===== config.mk =====
export PLATFORM = sky130hd
export DESIGN_NAME = reg_write_arbiter
export DESIGN_NICKNAME = d
export VERILOG_FILES = /design/src/rtl/rv32_regfile_pkg.sv /design/src/rtl/md_result_fifo.sv /design/src/rtl/reg_write_arbiter.sv
export SDC_FILE = /design/constraint.sdc
export NUM_CORES = 1
export LEC_CHECK = 0
export BUFFER_PORTS_ARGS = -buffer_cell sky130_fd_sc_hd__buf_2
export CORE_MARGIN = 1.5
export CORE_UTILIZATION = 35
export CTS_CLUSTER_SIZE = 25
export DETAILED_ROUTE_END_ITERATION = 10
export PLACE_DENSITY = 0.58
export SYNTH_ARGS = -nofsm -noshare
export SYNTH_HDL_FRONTEND = slang
export SYNTH_SLANG_ARGS = --single-unit

===== constraint.sdc =====
create_clock -name CLK -period 4.6 [get_ports CLK]
set_input_delay 0.69 -clock CLK [delete_from_list [all_inputs] [get_ports CLK]]
set_output_delay 0.69 -clock CLK [all_outputs]
set_load 0.03 [all_outputs]

===== src/rtl/rv32_regfile_pkg.sv =====
// Shared constants for the RV32IM integer register file and its write-port arbiter.
package rv32_regfile_pkg;

  localparam int XLEN       = 32;
  localparam int REG_ADDR_W = 5;
  localparam int NUM_REGS   = 32;

  localparam logic [REG_ADDR_W-1:0] REG_ZERO = 5'd0;

  // Which source produced the write currently on the register-file port
  localparam logic SRC_WB = 1'b0;
  localparam logic SRC_MD = 1'b1;

endpackage


===== src/rtl/md_result_fifo.sv =====
// Synchronous FIFO holding {addr,data} mul/div results until they win the write port.
module md_result_fifo #(
  parameter int DEPTH  = 2,
  parameter int DATA_W = 32,
  parameter int ADDR_W = 5
) (
  input  logic                       CLK,
  input  logic                       RESET,
  input  logic                       push,
  input  logic [ADDR_W-1:0]          push_addr,
  input  logic [DATA_W-1:0]          push_data,
  input  logic                       pop,
  output logic [ADDR_W-1:0]          head_addr,
  output logic [DATA_W-1:0]          head_data,
  output logic                       full,
  output logic                       empty,
  output logic [$clog2(DEPTH):0]     count
);

  localparam int PTR_W = $clog2(DEPTH);

  logic [ADDR_W+DATA_W-1:0] mem [DEPTH];
  logic [PTR_W-1:0]         wr_ptr;
  logic [PTR_W-1:0]         rd_ptr;
  logic                     do_push;
  logic                     do_pop;

  assign full    = (count == ($clog2(DEPTH)+1)'(DEPTH));
  assign empty   = (count == '0);
  assign do_pop  = pop & ~empty;
  // A push into a full FIFO is only legal when the head leaves in the same cycle
  assign do_push = push & (~full | do_pop);

  assign {head_addr, head_data} = mem[rd_ptr];

  always_ff @(posedge CLK) begin
    if (RESET) begin
      wr_ptr <= '0;
      rd_ptr <= '0;
      count  <= '0;
    end else begin
      if (do_push) begin
        mem[wr_ptr] <= {push_addr, push_data};
        wr_ptr      <= wr_ptr + 1'b1;
      end
      if (do_pop) begin
        rd_ptr <= rd_ptr + 1'b1;
      end
      case ({do_push, do_pop})
        2'b10:   count <= count + 1'b1;
        2'b01:   count <= count - 1'b1;
        default: count <= count;
      endcase
    end
  end

endmodule


===== src/rtl/reg_write_arbiter.sv =====
// Serialises pipeline writeback and buffered mul/div results onto the single
// register-file write port, and tracks outstanding mul/div destinations for decode.
module reg_write_arbiter
  import rv32_regfile_pkg::*;
#(
  parameter int FIFO_DEPTH = 2,
  parameter int DATA_W     = XLEN,
  parameter int ADDR_W     = REG_ADDR_W
) (
  input  logic              CLK,
  input  logic              RESET,
  input  logic              WB_VALID,
  input  logic [ADDR_W-1:0] WB_ADDR,
  input  logic [DATA_W-1:0] WB_DATA,
  output logic              WB_STALL,
  input  logic              MD_VALID,
  input  logic [ADDR_W-1:0] MD_ADDR,
  input  logic [DATA_W-1:0] MD_DATA,
  output logic              MD_READY,
  input  logic              MD_ISSUE,
  input  logic [ADDR_W-1:0] MD_ISSUE_RD,
  input  logic              DEC_VALID,
  input  logic [ADDR_W-1:0] DEC_RS1,
  input  logic [ADDR_W-1:0] DEC_RS2,
  input  logic [ADDR_W-1:0] DEC_RD,
  output logic              HAZARD,
  output logic              RF_WRITE_ENABLE,
  output logic [ADDR_W-1:0] RF_WRITE_ADDRESS,
  output logic [DATA_W-1:0] RF_WRITE_DATA
);

  localparam int CNT_W = $clog2(FIFO_DEPTH) + 1;
  localparam int NREGS = 1 << ADDR_W;
  localparam logic [ADDR_W-1:0] ZERO_ADDR = ADDR_W'(REG_ZERO);

  logic              fifo_full;
  logic              fifo_empty;
  logic [CNT_W-1:0]  fifo_count;
  logic [ADDR_W-1:0] head_addr;
  logic [DATA_W-1:0] head_data;
  logic              md_push;
  logic              fifo_pop;
  logic              wb_grant;
  logic              src_md;
  logic [NREGS-1:0]  pending;
  logic [NREGS-1:0]  pending_next;

  assign MD_READY = (fifo_count != CNT_W'(FIFO_DEPTH));
  // Results for x0 are handshaken normally but never stored
  assign md_push  = MD_VALID & MD_READY & (MD_ADDR != ZERO_ADDR);

  md_result_fifo #(
    .DEPTH  (FIFO_DEPTH),
    .DATA_W (DATA_W),
    .ADDR_W (ADDR_W)
  ) u_md_fifo (
    .CLK       (CLK),
    .RESET     (RESET),
    .push      (md_push),
    .push_addr (MD_ADDR),
    .push_data (MD_DATA),
    .pop       (fifo_pop),
    .head_addr (head_addr),
    .head_data (head_data),
    .full      (fifo_full),
    .empty     (fifo_empty),
    .count     (fifo_count)
  );

  // A full FIFO preempts writeback so mul/div results can never starve
  always_comb begin
    fifo_pop = 1'b0;
    wb_grant = 1'b0;
    if (fifo_full && !fifo_empty) begin
      fifo_pop = 1'b1;
    end else if (WB_VALID && (WB_ADDR != ZERO_ADDR)) begin
      wb_grant = 1'b1;
    end else if (!fifo_empty) begin
      fifo_pop = 1'b1;
    end
  end

  assign WB_STALL = fifo_full & ~fifo_empty & WB_VALID;

  always_ff @(posedge CLK) begin
    if (RESET) begin
      RF_WRITE_ENABLE  <= 1'b0;
      RF_WRITE_ADDRESS <= '0;
      RF_WRITE_DATA    <= '0;
      src_md           <= SRC_WB;
    end else begin
      RF_WRITE_ENABLE <= fifo_pop | wb_grant;
      src_md          <= fifo_pop ? SRC_MD : SRC_WB;
      if (fifo_pop) begin
        RF_WRITE_ADDRESS <= head_addr;
        RF_WRITE_DATA    <= head_data;
      end else if (wb_grant) begin
        RF_WRITE_ADDRESS <= WB_ADDR;
        RF_WRITE_DATA    <= WB_DATA;
      end
    end
  end

  // Clear while the mul/div write is on the port so the bit drops as it commits
  always_comb begin
    pending_next = pending;
    if (RF_WRITE_ENABLE && (src_md == SRC_MD)) begin
      pending_next[RF_WRITE_ADDRESS] = 1'b0;
    end
    if (MD_ISSUE) begin
      pending_next[MD_ISSUE_RD] = 1'b1;
    end
    pending_next[0] = 1'b0;
  end

  always_ff @(posedge CLK) begin
    if (RESET) begin
      pending <= '0;
    end else begin
      pending <= pending_next;
    end
  end

  assign HAZARD = DEC_VALID & (pending[DEC_RS1] | pending[DEC_RS2] | pending[DEC_RD]);

endmodule


### Yosys cells after proc, flatten, opt, wreduce, memory -nomap -nowiden

Memories as Yosys holds them, arrays and structs flattened. A register that Yosys moved wholly into a read port is not among the register bits.
Cells that the tools add are included.

| storage, ports and cells | value |
|---|---|
| register bits | 75 |
| bits in writable memories | 74 |
| bits of input ports | 100 |
| output and inout bits | 41 |
| memories kept | 1 |

| cells by class | value |
|---|---|
| $add $sub $neg | 4 |
| order comparisons | 7 |
| equality and inequality tests | 4 |
| multiplexer cells | 28 |
| bitwise logic cells | 16 |
| reduce and logical (&&, ||, !) cells | 11 |

Memories:

| name | words | width | read ports | clocked after memory_dff | wr ports | RTL line | source |
|---|---|---|---|---|---|---|---|
| u_md_fifo.mem | 2 | 37 | 1 | 1 | 1 | md_result_fifo.sv:22 | `logic [ADDR_W+DATA_W-1:0] mem [DEPTH];` |

Operators with widths:

| operator | count |
|---|---|
| $mux W32 | 4 |
| $and A32 B32 Y32 | 1 |
| $not A32 Y32 | 1 |
| $or A32 B32 Y32 | 1 |
| $lt A5 B6 Y1 const B | 5 |
| $mux W1 | 16 |
| $bmux W1 S5 | 3 |
| $demux W1 S5 | 2 |
| $ge A5 B1 Y1 const B | 2 |
| $mux W5 | 2 |
| $reduce_bool A5 Y1 | 2 |
| $and A1 B1 Y1 | 7 |
| $logic_and A1 B1 Y1 | 5 |
| $eq A2 B2 Y1 const B | 2 |
| $or A1 B1 Y1 | 4 |
| $pmux W2 S2 | 1 |
| $reduce_bool A2 Y1 | 2 |
| $add A1 B1 Y1 const B | 2 |
| $add A2 B1 Y2 const B | 1 |
| $eq A2 B1 Y1 const B | 1 |
| $logic_not A2 Y1 | 1 |
| $ne A2 B2 Y1 const B | 1 |
| $not A1 Y1 | 2 |
| $sub A2 B1 Y2 const B | 1 |
| $logic_not A1 Y1 | 1 |

### Depth between registers and ports, before layout

| logic depth | value |
|---|---|
| word-level depth | 10 |
| gate-level depth with buffers | 9 |

### Modules after synthesis

Synthesis repeated with hierarchy kept, for this count alone.

| unflattened totals | value |
|---|---|
| cells, all modules | 571 |
| area, all modules | 6774.0 um^2 |

Modules (own cells, without submodules):

| module | times used | cells an instance | area each (um^2) |
|---|---|---|---|
| reg_write_arbiter | 1 | 426 | 3837.4 |
| md_result_fifo | 1 | 145 | 2936.6 |

### Least setup slack after synthesis

No wires, ideal clock.

| timing | value |
|---|---|
| path type | input to register |
| start | input port RESET |
| end | memory u_md_fifo.mem[1][0] (netlist name), enable pin |
| library setup time | 485 ps |
| arrival time | 3794 ps |
| data required time | 4115 ps |
| path slack | 321 ps |
| cell stages on the path | 3 |
| buffers on the path | 2 |
| path through | clkbuf_1 > clkbuf_1 > nor3b_1 |

| between the ends | value |
|---|---|
| word-level cells in the longest chain between the ends | 2 |

Ends and longest elaborated chain:

| what | RTL line | source |
|---|---|---|
| start: declaration | reg_write_arbiter.sv:11 | `input logic RESET,` |
| $mux W1 | md_result_fifo.sv:37 | `if (RESET) begin` |
| $mux W1 (implied by the code) | md_result_fifo.sv:43 | `mem[wr_ptr] <= {push_addr, push_data};` |
| end: declaration | md_result_fifo.sv:22 |  |

Every way passes these cells.

### Worst setup path after layout

| timing | value |
|---|---|
| start | input port DEC_RS2[0] |
| end | output port HAZARD |

| between the ends | value |
|---|---|
| word-level cells in the longest chain between the ends | 5 |

Ends and longest elaborated chain:

| what | RTL line | source |
|---|---|---|
| start: declaration | reg_write_arbiter.sv:24 | `input logic [ADDR_W-1:0] DEC_RS2,` |
| $bmux W1 S5 | reg_write_arbiter.sv:124 | `assign HAZARD = DEC_VALID & (pending[DEC_RS1] \| pending[DEC_RS2] \| pending[DEC_RD]);` |
| $mux W1 (implied by the code) | reg_write_arbiter.sv:124 |  |
| $or A1 B1 Y1 (2 in a row) | reg_write_arbiter.sv:124 |  |
| $and A1 B1 Y1 | reg_write_arbiter.sv:124 |  |
| end: declaration | reg_write_arbiter.sv:26 | `output logic HAZARD,` |

Every way passes these cells. The select of a mux whose other input is x is not followed.

==> results.yml <==
outcome:
  outcome: "completed"
clock_network:
  cts_tree: "built"
  postCtsSetupBuffers: 0
  htreeDepth: 4
  cts_buffers: 17
  clk_latency_ps: 420
  cts_root_buf: "clkbuf_16"
  hold_buffers: 0
  clock_path_buffers: 2
  cts-resized-gates: 0
  clock_sinks: 149
  cts.clk_slew.worst_paths_ps: 60
die:
  die_area_um2: 20300
  start_util_pct: 36.1
  die_w_um: 143
  die-height_um: 143
  pin_count: 141
  rows: 50
  core_um2: 18900
synth:
  synth-edff-count: 74
  synth_warnings: 0
  ys_seq_elements: 149
  synth_top_flop_cell: "dfxtp_1"
  async_flop_share_pct: 0
  synthesis.nets: 718
  syn_inst: 617
  syn-cell-area_um2: 6820
  yosysSeqAreaShare_pct: 54.6
  ys_types: 50
  syn_avg_cell_area_um2: 11.0
grt:
  grt-ovfl-total: 0
  grt_max_degree: 61
  grt_util_all_layers_pct: 18.3
  grt_pass1_vias: 5485
  antenna_found_initial: 4
  grt_pass1_wl_mm: 28.5
route:
  wl_met3_mm: 1.33
  dr_wl_met2_mm: 8.75
  top_layer: "met5"
  met1_length_mm: 7.80
  drt_iter0_markers: 348
  viasPerCell: 5.37
  drcViolationCount: 0
  routedWlPerCell_um: 18.1
  antenna_left: 0
  dr_total_vias: 5422
  wirelength_mm: 18.3
  drtPass1Iterations: 5
worst_setup_path:
  cp_max_fo: 10
  worst-r2r-setup-slack_ps: 2360
  slowest_delay_ps: 520
  reg2regPathDepth: 5
  path_delay_family: "multiplexers"
  r2r_end: "u_md_fifo.count[1]"
  r2r_start: "u_md_fifo.count[0]"
  crit_arrival_ps: 2440
  crit_top_cell: "buf_2"
  endpoint_kind: "primary output"
  path_class: "input pin to primary output"
  required_ps: 3910
  critical-path-slowest-cell: "mux4_2"
  worst_setup_path_start_kind: "input pin"
  path_buf_inv: 2
  worstPathCellList: "buf_2 > mux4_2 > nand2b_1 > o2111ai_1 > nand4_1 > o41a_1 > buf_2"
layout:
  drive_gt1_share_pct: 26.7
  final_util_pct: 43.6
  layout_common_cells: "buf_2, nand2_1, dfxtp_1, edfxtp_1, a21oi_1"
  fin_area_um2: 8230
  areaGrowthSynthToFinish_pct: 20.8
  final_cells: 1010
  layout_commonest_cell: "buf_2"
  fin_nets: 837
timing:
  setup_viol: 0
  grt_setup_unrepaired: "no"
  hold_ws_ps: 450
  drv_slew: 0
  clock_skew_ps: 6.54
  maxClockFrequency_ghz: 0.320
  final_hold_viol_count: 0
  worst_slew_pin_slew_ps: 1100
  finalSetupTns_ps: 0
  finalCriticalPeriod_ps: 3130
  min_period_over_period_pct: 68.0
  relSlewSlack_pct: 26.2
  worst_slack_ps: 1470
power:
  leakage_nw: 3.02
  ir_drop_v: 0.000283
  power_mw: 4.42
  p_per_area_nw_per_um2: 537
worst_hold_path:
  min_from: "MD_DATA[8]"
  min_path_cells: 1
  holdPathEnd: "u_md_fifo.mem[0][8]"
  hold_path_class: "input pin to flip-flop"
place:
  io_buffers: 140
  dpl.cell_count: 977
  gp_congestion: 0.851
  post-place-ws_ps: 1490
  hpwlAfterDp_mm: 12.6
  dpl_cell_area_um2: 7620
flow_run:
  drv_cap: 0
[state kept, by name, summed over array words and instances (netlist names), named ones only]
register / flops
RF_WRITE_ENABLE: 1
u_md_fifo.rd_ptr: 1
src_md: 1
u_md_fifo.wr_ptr: 1
u_md_fifo.mem: 74
RF_WRITE_DATA: 32
RF_WRITE_ADDRESS: 5
u_md_fifo.count: 2
pending: 31
[where the power goes]
| group | switching, mW | total (mW) | internal, mW |
|---|---|---|---|
| registers | 0.110 | 1.69 | 1.58 |
| logic | 0.858 | 1.30 | 0.439 |
| clock network | 0.519 | 1.43 | 0.915 |
[worst register-to-register path: cells and delay by family, from the launching register on]
| family | cells | cell delay, ps |
|---|---|---|
| adder cells (fa/ha/maj) | 1 | 270 |
| flip-flops | 1 | 450 |
| AND/OR/NAND/NOR | 3 | 1310 |
| AO/OA/AOI/OAI | 1 | 150 |
[worst max-delay path by stage]
stage	from	end	slack [ps]	cells after the start
finish	DEC_RS2[0]	HAZARD	1470	7
global route	DEC_RS2[0]	HAZARD	1390	7
CTS	DEC_RS2[0]	HAZARD	1480	7
detailed placement	DEC_RS2[0]	HAZARD	1490	7
global placement	DEC_RS2[0]	HAZARD	1480	7
floorplan	RESET	u_md_fifo.mem[1][0]	320	3
[synth_stat cells (all sizes together) (2+ instances only)]
master   number  area, um^2
nand3b       10        75.1
edfxtp       74        2220
nor2b         8        50.1
xor2          2        17.5
or4           4        35.0
nor3          2        10.0
or3b          2        17.5
nand4b        2        17.5
mux2i        54         541
nor2         13        48.8
dfxtp        75        1500
and3          2        12.5
xnor2         2        17.5
a21oi        71         355
mux2          5        56.3
nand4         2        12.5
mux4         12         278
a221oi        2        17.5
clkbuf       20        85.1
nand3        47         240
or3           3        18.8
nor3b         5        37.5
and2          2        12.5
buf          28         209
and3b         2        17.5
nand2        76         285
nand2b        4        25.0
o2111ai       3        26.3
o21ai        33         165
o211ai       42         325
[cell families after synthesis]
kind of cell | after synthesis | synth area share, %
and+or+nand+nor | 185 | 13.5
AOI/OAI and AO/OA | 158 | 13.9
DFF | 149 | 54.6
muxes | 71 | 12.8
buffers and inverters | 49 | 4.37
xor gates and xnor gates | 4 | 0.514
adders and majority gates | 1 | 0.184
[layer usage]
layer | vias to the layer above | track usage [%]
met3 | 38 | 5.15
met2 | 201 | 29.9
met4 | 4 | 7.98
li1 | 2548 | -
met5 | - | 0
met1 | 2631 | 22.5
[area by class of cell]
class,count,area (um^2)
sequential,149,3720
timing repair buffer,148,761
multi-input combinational,419,2800
antenna,1,2.50
fill,1860,10700
clock inverter,11,159
clock buffer,21,450
inverter,1,3.75
tap,260,325
Note: power is estimated with default switching activity, not from simulation.
